`config.mk`:
```
export PLATFORM = sky130hd
export DESIGN_NAME = itlb_ptw
export DESIGN_NICKNAME = d
export VERILOG_FILES = /design/src/rtl/mms_pkg.sv /design/src/rtl/itlb_ptw_pte_check.sv /design/src/rtl/itlb_ptw.sv
export SDC_FILE = /design/constraint.sdc
export NUM_CORES = 1
export LEC_CHECK = 0
export ABC_AREA = 1
export CELL_PAD_IN_SITES_DETAIL_PLACEMENT = 1
export CELL_PAD_IN_SITES_GLOBAL_PLACEMENT = 2
export CORE_UTILIZATION = 26
export DETAILED_ROUTE_END_ITERATION = 7
export HOLD_SLACK_MARGIN = 0.05
export PLACE_DENSITY_LB_ADDON = 0.12
export SYNTH_ARGS = -nofsm -noshare
export SYNTH_HDL_FRONTEND = slang
export SYNTH_HIERARCHICAL = 1
export SYNTH_SLANG_ARGS = --single-unit
export TNS_END_PERCENT = 20
```
`constraint.sdc`:
```
create_clock -name clk_i -period 6.8 [get_ports clk_i]
set_input_delay 1.02 -clock clk_i [delete_from_list [all_inputs] [get_ports clk_i]]
set_output_delay 1.02 -clock clk_i [all_outputs]
set_load 0.02 [all_outputs]
```
`src/rtl/mms_pkg.sv`:
```
// Shared Sv32 walker types: PTE/satp layouts, walker states, fault codes.
package mms_pkg;

    localparam int SV32_LEVELS   = 2;
    localparam int PTE_BYTES     = 4;
    localparam int PAGE_OFFSET_W = 12;
    localparam int PPN_W         = 22;

    // Sv32 PTE, MSB first so a 32-bit word casts straight onto it
    typedef struct packed {
        logic [PPN_W-1:0] ppn;
        logic [1:0]       rsw;
        logic             d;
        logic             a;
        logic             g;
        logic             u;
        logic             x;
        logic             w;
        logic             r;
        logic             v;
    } pte_t;

    typedef struct packed {
        logic             mode;
        logic [8:0]       asid;
        logic [PPN_W-1:0] ppn;
    } satp_t;

    typedef enum logic [2:0] {
        S_IDLE,
        S_L1_REQ,
        S_L1_WAIT,
        S_L0_REQ,
        S_L0_WAIT,
        S_DONE,
        S_DRAIN
    } ptw_state_e;

    typedef enum logic [1:0] {
        FAULT_NONE   = 2'd0,
        FAULT_PAGE   = 2'd1,
        FAULT_ACCESS = 2'd2
    } ptw_fault_e;

endpackage

```
`src/rtl/itlb_ptw_pte_check.sv`:
```
// Combinational Sv32 PTE classifier for one walk level (level=1 is the root).
// Optional: ITLB_PTW_AD_CHECK_EN makes a leaf with A=0 a page fault.
module itlb_ptw_pte_check
    import mms_pkg::*;
(
    input  pte_t pte,
    input  logic level,
    output logic page_fault,
    output logic descend
);

    logic invalid;
    logic leaf;
    logic misaligned;
    logic no_exec;
    logic a_fault;
    logic unused_ok;

    // Classify the PTE and fold the classes into walk decisions
    always_comb begin
        invalid    = !pte.v || (!pte.r && pte.w) || (pte.rsw != 2'b00);
        leaf       = pte.r || pte.w || pte.x;
        // a megapage must be 4 MiB aligned: its low PPN slice has to be zero
        misaligned = level && (pte.ppn[9:0] != 10'd0);
        no_exec    = !pte.x;
`ifdef ITLB_PTW_AD_CHECK_EN
        a_fault    = !pte.a;
`else
        a_fault    = 1'b0;
`endif
        descend    = !invalid && !leaf && level;
        page_fault = invalid || (!leaf && !level) ||
                     (leaf && (misaligned || no_exec || a_fault));
    end

    // fields the classifier deliberately ignores
    assign unused_ok = ^{pte.u, pte.g, pte.d, pte.a, pte.ppn[PPN_W-1:10]};

endmodule

```
`src/rtl/itlb_ptw.sv`:
```
// Sv32 page-table walker for ITLB misses: one walk at a time, two levels,
// emits a one-cycle refill/fault pulse. Optional: ITLB_PTW_AD_CHECK_EN.
module itlb_ptw
    import mms_pkg::*;
#(
    parameter int PA_W  = 34,
    parameter int VPN_W = 20,
    parameter int PTE_W = 32
) (
    input  logic             clk_i,
    input  logic             rstn_i,
    input  logic [31:0]      satp_i,
    input  logic             flush_i,
    input  logic             miss_valid_i,
    output logic             miss_ready_o,
    input  logic [VPN_W-1:0] miss_vpn_i,
    output logic             mem_req_valid_o,
    input  logic             mem_req_ready_i,
    output logic [PA_W-1:0]  mem_req_addr_o,
    input  logic             mem_rsp_valid_i,
    input  logic [PTE_W-1:0] mem_rsp_data_i,
    input  logic             mem_rsp_err_i,
    output logic             refill_valid_o,
    output logic [VPN_W-1:0] refill_vpn_o,
    output logic [PTE_W-1:0] refill_pte_o,
    output logic             refill_super_o,
    output logic [1:0]       fault_cause_o
);

    ptw_state_e        state_q, state_d;
    satp_t             satp;
    pte_t              rsp_pte;
    logic [VPN_W-1:0]  vpn_q;
    logic [PPN_W-1:0]  base_q;
    logic [9:0]        idx;
    logic              level, page_fault, descend;
    logic              load_res, load_base;
    ptw_fault_e        res_cause_d, res_cause_q;
    logic [PTE_W-1:0]  res_pte_d, res_pte_q;
    logic              res_super_d, res_super_q;
    logic [VPN_W-1:0]  res_vpn_q;
    logic              unused_ok;

    assign satp      = satp_t'(satp_i);
    assign rsp_pte   = pte_t'(mem_rsp_data_i);
    assign unused_ok = ^satp.asid;
    assign level     = (state_q == S_L1_WAIT);

    itlb_ptw_pte_check u_chk (
        .pte        (rsp_pte),
        .level      (level),
        .page_fault (page_fault),
        .descend    (descend)
    );

    // PTE address: table base page plus VPN slice scaled by PTE size
    assign idx = (state_q == S_L1_REQ) ? vpn_q[VPN_W-1:VPN_W/2] : vpn_q[VPN_W/2-1:0];
    assign mem_req_addr_o = (PA_W'(base_q) << PAGE_OFFSET_W) +
                            (PA_W'(idx) << $clog2(PTE_BYTES));

    // a flush withdraws the request before it can be accepted
    assign mem_req_valid_o = ((state_q == S_L1_REQ) || (state_q == S_L0_REQ)) && !flush_i;
    assign miss_ready_o    = (state_q == S_IDLE);
    assign refill_valid_o  = (state_q == S_DONE) && !flush_i;
    assign refill_vpn_o    = res_vpn_q;
    assign refill_pte_o    = res_pte_q;
    assign refill_super_o  = res_super_q;
    assign fault_cause_o   = res_cause_q;

    // State register
    always_ff @(posedge clk_i or negedge rstn_i) begin
        if (!rstn_i) state_q <= S_IDLE;
        else         state_q <= state_d;
    end

    // Next state and result selection
    always_comb begin
        state_d     = state_q;
        load_res    = 1'b0;
        load_base   = 1'b0;
        res_cause_d = FAULT_NONE;
        res_pte_d   = '0;
        res_super_d = 1'b0;
        case (state_q)
            S_IDLE: begin
                if (miss_valid_i) begin
                    if (!satp.mode) begin
                        // bare mode should never miss in the ITLB
                        state_d     = S_DONE;
                        load_res    = 1'b1;
                        res_cause_d = FAULT_PAGE;
                    end else begin
                        state_d = S_L1_REQ;
                    end
                end
            end
            S_L1_REQ, S_L0_REQ: begin
                if (flush_i)              state_d = S_IDLE;
                else if (mem_req_ready_i) state_d = (state_q == S_L1_REQ) ? S_L1_WAIT : S_L0_WAIT;
            end
            S_L1_WAIT, S_L0_WAIT: begin
                if (flush_i) begin
                    // a response arriving with the flush is simply dropped
                    state_d = mem_rsp_valid_i ? S_IDLE : S_DRAIN;
                end else if (mem_rsp_valid_i) begin
                    if (mem_rsp_err_i) begin
                        state_d     = S_DONE;
                        load_res    = 1'b1;
                        res_cause_d = FAULT_ACCESS;
                    end else if (page_fault) begin
                        state_d     = S_DONE;
                        load_res    = 1'b1;
                        res_cause_d = FAULT_PAGE;
                    end else if (descend) begin
                        state_d   = S_L0_REQ;
                        load_base = 1'b1;
                    end else begin
                        state_d     = S_DONE;
                        load_res    = 1'b1;
                        res_pte_d   = mem_rsp_data_i;
                        res_super_d = level;
                    end
                end
            end
            S_DONE:  state_d = S_IDLE;
            S_DRAIN: if (mem_rsp_valid_i) state_d = S_IDLE;
            default: state_d = S_IDLE;
        endcase
    end

    // Walk context and registered result
    always_ff @(posedge clk_i or negedge rstn_i) begin
        if (!rstn_i) begin
            vpn_q       <= '0;
            base_q      <= '0;
            res_vpn_q   <= '0;
            res_pte_q   <= '0;
            res_super_q <= 1'b0;
            res_cause_q <= FAULT_NONE;
        end else begin
            if (miss_valid_i && miss_ready_o) begin
                vpn_q  <= miss_vpn_i;
                base_q <= satp.ppn;
            end
            if (load_base) base_q <= rsp_pte.ppn;
            if (load_res) begin
                res_vpn_q   <= (state_q == S_IDLE) ? miss_vpn_i : vpn_q;
                res_pte_q   <= res_pte_d;
                res_super_q <= res_super_d;
                res_cause_q <= res_cause_d;
            end
        end
    end

endmodule

```
* Word-level counts from Yosys, hierarchy flattened
Index checks and enable logic that the tools add are counted.
Operators by class: $add $sub $neg 1, equal/unequal tests 10, mux-type cells 50, reduce and logical (&&, ||, !) cells 31
Operators by type and width (number):
- two-way mux 32 bit | 6
- two-way mux 22 bit | 2
- two-way mux 3 bit | 12
- adder 34 x 12 -> 34 bit | 1
- two-way mux 1 bit | 22
- two-way mux 20 bit | 1
- case mux 3 bit (4 select lines) | 1
- two-way mux 10 bit | 1
- nonzero test 10 bit | 1
- == test 3 bit (second input constant) | 3
- logical AND 1 bit | 9
- logical OR 1 bit | 8
- zero test 1 bit | 7
- == test 3 x 2 -> 1 bit (second input constant) | 2
- two-way mux 2 bit | 3
- inequality test 3 bit (second input constant) | 2
- inequality test 2 bit (second input constant) | 2
- case mux 2 bit (2 select lines) | 1
- AND reduction 4 bit | 1
- nonzero test 2 bit | 2
- OR reduction 2 bit | 2
- == test 3 x 1 -> 1 bit (second input constant) | 1
- zero test 3 bit | 1
- case mux 1 bit (2 select lines) | 1
Word-level totals: register bits 100, bits of input ports 91, output and inout port bits 92

* Logic depth before layout (Yosys ltp)
Gate-level depths: netlist of run 1.
depth in word-level cells 14, gate-level depth with buffers 14, mapped depth without buffers 13

* Hierarchy
Netlist of run 1, hierarchy kept.
By module, submodules not included:
- itlb_ptw | instances 1, cells each 657, area each 5043.6 µm²
- itlb_ptw_pte_check | instances 1, cells each 22, area each 108.9 µm²

* Worst setup path before layout of run 1
Ideal clock, no wire load.
kind input -> output, start point input flush_i, end point output refill_valid_o, arrival time 1.892 ns, required time 5.780 ns, slack 3.888 ns, stages on the path 2, cell sequence buf_2 > nor4_1
On the way: word-level cells in the longest chain between the ends 2
RTL lines:
- from (decl) | line itlb_ptw.sv:13 | input logic flush_i,
- zero test 1 bit | line itlb_ptw.sv:64 | assign refill_valid_o = (state_q == S_DONE) && !flush_i;
- logical AND 1 bit | line itlb_ptw.sv:64
- to (decl) | line itlb_ptw.sv:23 | output logic refill_valid_o,
No other way between the ends.

* Worst setup path after layout of run 1
Ends and elaborated chain as after synthesis.

==> results.md, run 1 <==
* Outcome: finished, final reports clean
* Slew margin rel. at 14.0%
* CTS tree: built
* RSZ-0062 raised after global routing: false
* Met2 Use GR at 32.3%
* DR vias/cell at 4.58
* Crit Path Max Fanout at 8
* Mux contribution to synthesized area at 2.19%
* GR Layer Usage met3 at 3.45%
* Synthesized flop and latch total at 100
* Share of the synthesized area in the top cell type at 48.6%
* Longest Clk Path Bufs at 2
* Die height at 143 µm
* Crit path required time at 5.78 ns
* Post-synthesis adder-cell area fraction at 0%
* First DRT Iteration DRCs at 141
* Clock sinks at 100
* Total Routing Usage GR at 18.4%
* Synth top cells by count: nand2_1, dfrtp_1, nand3_1
* Crit. End Element: primary output
* Net Sw Power at 1120 µW
* Area of the die at 20,400 µm²
* Worst vdd ir at 0.194 mV
* # Post-CTS Setup Buffers at 0
* Tot Pwr at 2770 µW
* Number of enable flip-flop cells after synthesis at 0
* Mapped cell area at 5150 µm²
* Clk_lat worst skew at 0.35 ns
* Die width at 143 µm
* Hold Path Class: reg -> reg
* Worst-path clk slew at 0.07 ns
* Setup TNS at 0 ns
* Largest net degree at the start of global routing at 75
* # Max-Cap Violations at 0
* Largest cells by area after synthesis: dfrtp_1, nand2_1, nand3_1
* Critical Setup Path Class: in -> out
* Post-Syn Instances at 679
* DPL Wire Length at 12,500 µm
* Max-slew violations at 0
* First-pass GRT wire length at 28,700 µm
* Most numerous cell on the critical path: clkdlybuf4s50_1
* Total gr overflow at 0
* Simple-gate portion of the synthesized area at 35.8%
* Most crowded layer after global routing: met2
* Fillers at 2,305
* CTS resizes at 0
* Top-count cell post-synth: nand2_1
* Cell taking the most area after synthesis: dfrtp_1
* Share of layout cells above drive strength 1 at 6.17%
* # hold bufs at CTS at 0
* Sequential cell area at 2500 µm²
* CP max stage cell: clkdlybuf4s50_1
* P_int at 1650 µW
* Initial antenna violation count at 0
* Antenna Nets Post-Route at 0
* Total wire length at 17,800 µm
* Worst reg-to-reg path cell count at 10
* Synth cell types at 30
* Largest stage delay on the critical path at 0.68 ns
* Setup WS pre-CTS at 2.82 ns
* Core area at 19,500 µm²
* Hold Path Cell Cnt at 2
* Number of global-route vias before repair at 5,389
* Vias after detailed routing at 4,996
* Synth warn at 6
* Comb power frac at 46.5%
* Clock Skews at 0.0134 ns
* XOR/XNOR Fraction of Synth Area at 0%
* Router iterations before antenna repair at 4
* Ys flop type: dfrtp_1
* # IOs at 183
* Largest family of logic cells by synthesized area: simple AND/OR/NAND/NOR gates
* Minimum clock period after layout at 3.64 ns
* FP Rows at 51
* Final setup margin at 3.16 ns
* Period utilization at 53.5%
* Clock share of power at 20.2%
* Design area at 7330 µm²
* Initial Utilization at 26.5%
* Area Growth Syn to Fin at 42.2%
* Sw Ratio at 40.5%
* GP Congestion at 0.823
* Static Leak at 0.00360 µW
* Crit-path cells: clkdlybuf4s50_1 -> nor4_1 -> clkdlybuf4s50_1
* Pwr dens at 378 nW/µm²
* Post-synthesis async set-or-reset flop share at 100%
* DP Area at 7010 µm²
* Finish-stage setup viols at 0
* Num CTS Buffers at 9
* Fmax at 0.275 GHz
* N_diodes at 0
* Worst Tran Pin Value at 1.29 ns
* PortBufs at 171
* Sequential power share at 33.2%
* Register area share after synthesis at 48.6%
* Layout Nets at 912
* Compound-Gate Fraction of Synth Area at 4.69%
* Critical path data arrival time at 2.62 ns
* M1 GR Usage at 22.4%
* Clock H-tree levels at 3
* CP startpoint kind: input port
* Area of the multi-input gates at 2220 µm²
* DR WL/cell at 16.3 µm
* Root buffer cell: clkbuf_16
* DRC viols at 0
* Syn Area/Cell at 7.59 µm²
* Final Hold Viols at 0
-- routing by layer --
| layer | part of all wire [%] | up-vias |
|---|---|---|
| met4 | 2.0 | 0 |
| li1 | - | 2444 |
| met3 | 4.5 | 21 |
| met5 | 0 | - |
| met1 | 44 | 2417 |
| met2 | 50 | 114 |
-- flip-flops by register name, summed over array words and instances, names as in the netlist --
signal	flops
base_q	22
refill_vpn_o	20
refill_pte_o	32
refill_super_o	1
fault_cause_o	2
state_q	3
vpn_q	20
-- worst max-delay path: cells and delay by family --
kind | cells | cell delay [ns]
buffers and inverters | 2 | 1.25
AND/OR/NAND/NOR | 1 | 0.34
-- metrics by stage --
step           hold slack (ns)  utilization, %  std cells
2_1_floorplan            0.471               -        680
3_3_place_gp             0.463            36.0       1075
3_5_place_dp             0.466            36.0       1075
4_1_cts                  0.486            37.6       1091
5_1_grt                  0.508            37.6       1091
6_report                 0.480            37.6       1091
-- final cells by class --
class | instances | area share, %
clock inverters | 4 | 0.991
inverters | 58 | 2.97
well taps | 265 | 4.53
flip-flops and latches | 100 | 34.2
multi-input cells | 477 | 30.2
repair buffers | 175 | 23.7
clock buffers | 12 | 3.36
-- logic make-up after synthesis --
| group | Yosys count |
|---|---|
| simple gates | 418 |
| flops | 100 |
| mux | 10 |
| compound gates | 47 |
| other cells | 1 |
| buf+inv | 103 |
-- worst paths after layout --
check	startpoint	endpoint	slack (ns)
max	flush_i	refill_valid_o	3.16
min	base_q[2]	base_q[2]	0.48
max reg2reg	state_q[0]	base_q[17]	3.55
min reg2reg	base_q[2]	base_q[2]	0.48
max in group asynchronous	rstn_i	refill_pte_o[6]	4.88
min in group asynchronous	rstn_i	base_q[2]	0.58
-- placed cells by master, fill, tap and decap left out, drive strengths merged --
cell type / synthesis / routed
and2: 1 / 1
buf: 33 / 5
bufinv: 0 / 2
clkbuf: 12 / 12
clkdlybuf4s50: 0 / 170
clkinv: 1 / 2
clkinvlp: 0 / 1
conb: 1 / 2
dfrtp: 100 / 100
inv: 57 / 57
mux2: 10 / 10
nand2: 273 / 273
nand3: 80 / 80
nand4: 30 / 30
nor2: 22 / 22
nor3: 9 / 9
nor4: 1 / 1
o21a: 1 / 1
o21ai: 46 / 46
or2: 2 / 2
-- power groups by stage --
stage,Clock [µW],Sequential (µW),Combinational (µW)
2_1_floorplan,0,1030,634
3_3_place_gp,0,928,1290
3_5_place_dp,0,934,1310
4_1_cts,584,923,1320
5_1_grt,605,947,1430
6_report,560,919,1290
No activity file was read; power rests on OpenSTA's default activity.
==> run 2, diff against run 1 <==
--- a/config.mk
+++ b/config.mk
@@ -8,7 +8,7 @@
 export ABC_AREA = 1
 export CELL_PAD_IN_SITES_DETAIL_PLACEMENT = 1
 export CELL_PAD_IN_SITES_GLOBAL_PLACEMENT = 2
-export CORE_UTILIZATION = 26
+export CORE_UTILIZATION = 25
 export DETAILED_ROUTE_END_ITERATION = 7
 export HOLD_SLACK_MARGIN = 0.05
 export PLACE_DENSITY_LB_ADDON = 0.12
==> constraint.sdc (replaced) <==
create_clock -name clk_i -period 3.5 [get_ports clk_i]
set_input_delay 0.525 -clock clk_i [delete_from_list [all_inputs] [get_ports clk_i]]
set_output_delay 0.525 -clock clk_i [all_outputs]
set_load 0.02 [all_outputs]
==> results.md, run 2 (synthesis gave the netlist of run 1 again) <==
* Most frequent cells in the layout: nand2_1, clkdlybuf4s50_1, dfrtp_1
* Clk_lat worst skew at 0.36 ns (about the same)
* Worst Tran Pin Value at 1.07 ns (-0.222 ns)
* First-pass GRT wire length at 29,100 µm (+1.5%)
* Number of global-route vias before repair at 5,312 (-1.4%)
* Antenna Nets Post-Route at 0 (unchanged)
* DPL Wire Length at 13,100 µm (+4.5%)
* Initial Utilization at 25.5% (-1.0 points)
* # hold bufs at CTS at 0 (unchanged)
* Router iterations before antenna repair at 4 (unchanged)
* Worst vdd ir at 0.340 mV (+75%)
* N_diodes at 0 (unchanged)
* FP Rows at 52 (+2.0%)
* CTS resizes at 0 (unchanged)
* Critical path data arrival time at 2.36 ns (-0.26 ns)
* Crit path required time at 2.97 ns (-2.81 ns)
* Commonest non-fill, non-tap cell in the layout: nand2_1
* DR WL/cell at 16.4 µm (+0.44%)
* Crit. End Element: primary output
* Num CTS Buffers at 9 (unchanged)
* Period utilization at 82.4%
* Finish-stage setup viols at 0 (unchanged)
* Final Hold Viols at 0 (unchanged)
* Share of layout cells above drive strength 1 at 7.31% (+1.1 points)
* CP startpoint kind: flip-flop
* # Max-Cap Violations at 0 (unchanged)
* CTS tree: built
* Crit Path Max Fanout at 10 (+2)
* Layout Nets at 921 (+0.99%)
* Final setup margin at 0.616 ns (-2.55 ns)
* RSZ-0062 raised after global routing: false
* Fmax at 0.347 GHz
* DR vias/cell at 4.55 (-0.54%)
* Minimum clock period after layout at 2.88 ns
* Max-slew violations at 0 (unchanged)
* First DRT Iteration DRCs at 173 (+23%)
* Total gr overflow at 0 (unchanged)
* # Post-CTS Setup Buffers at 0 (unchanged)
* Outcome: finished, final reports clean
* Vias after detailed routing at 5,033 (+0.74%)
* Max reg flops at 32 (unchanged)
* Core area at 20,200 µm² (+4.0%)
* Total Routing Usage GR at 17.6% (-0.78 points)
* Die width at 146 µm (+2.0%)
* Area of the die at 21,200 µm² (+3.9%)
* Clock H-tree levels at 3 (unchanged)
* Clock sinks at 100 (unchanged)
* Hold Path Class: in -> async
* GP Congestion at 0.799 (-3.0%)
* Worst-path clk slew at 0.08 ns (about the same)
* Die height at 146 µm (+2.0%)
* Area Growth Syn to Fin at 43.8%
* Critical Setup Path Class: reg -> out
* Slew margin rel. at 28.8% (+15 points)
* Static Leak at 0.00365 µW (+1.4%)
* Initial antenna violation count at 0 (unchanged)
* Longest Clk Path Bufs at 2 (unchanged)
* PortBufs at 171 (unchanged)
* DRC viols at 0 (unchanged)
* Setup TNS at 0 ns (unchanged)
* Clock Skews at 0.00973 ns (-0.00366 ns)
* Root buffer cell: clkbuf_16
* Total wire length at 18,100 µm (+1.7%)
* Setup WS pre-CTS at 0.431 ns (-2.39 ns)
* # IOs at 183 (unchanged)
* Pwr dens at 725 nW/µm² (+92%)
* Largest net degree at the start of global routing at 74 (-1.3%)
## run 2: cell count changes in the layout (fill, tap and decap cells not counted), sizes merged
cell,change
clkinv,+1
inv,+1
clkbuf,-1
bufinv,-1
buf,+9
## run 2: layer usage
metal	up-vias	global-route usage, %	wire length (µm)
met4	0	4.89	200
met1	2448	22.0	8020
met3	13	3.70	907
li1	2465	-	-
met5	-	0	0
met2	107	30.7	9010
## run 2: path summary, 6_finish.rpt
path	startpoint	endpoint	slack [ns]	cells after the start
max in group asynchronous	rstn_i	refill_super_o	2.62	2
worst max register to register	state_q[0]	base_q[8]	0.82	11
min in group clk_i	base_q[16]	base_q[16]	0.48	2
worst max-delay path	state_q[2]	mem_req_addr_o[9]	0.62	4
worst min register to register	base_q[16]	base_q[16]	0.48	2
worst min-delay path	rstn_i	base_q[2]	0.09	1
## run 2: layout make-up
type | instances | area (µm²)
clock buffers | 11 | 243
clock inverters | 5 | 60.1
fillers | 2464 | 12800
inverters | 58 | 218
multi-input cells | 477 | 2220
flip-flops and latches | 100 | 2500
well taps | 270 | 338
repair buffers | 184 | 1830
## run 2: power breakdown
part           switching, µW  internal (µW)  leakage [µW]
sequential               266           1520       0.00130
clock                    467            578      0.000146
combinational           1490           1050       0.00220
total                   2220           3150       0.00365
## run 2: critical path: stages (launching register included)
cell and delay, ns:
dfrtp_1 0.51, nor2_4 0.22, nand2_1 0.31, mux2_2 0.33, clkdlybuf4s50_1 0.64
## run 2: metrics by stage
stage	power, µW	instance area [µm²]	hold WS [ns]	utilization (%)	instances
4_1_cts	5480	7410	0.101	36.6	1105
3_5_place_dp	4400	7110	0.467	35.1	1089
3_3_place_gp	4330	7110	0.463	35.1	1089
5_1_grt	5760	7410	0.116	36.6	1105
6_report	5370	7410	0.0920	36.6	1105
2_1_floorplan	3240	5160	0.229	-	680
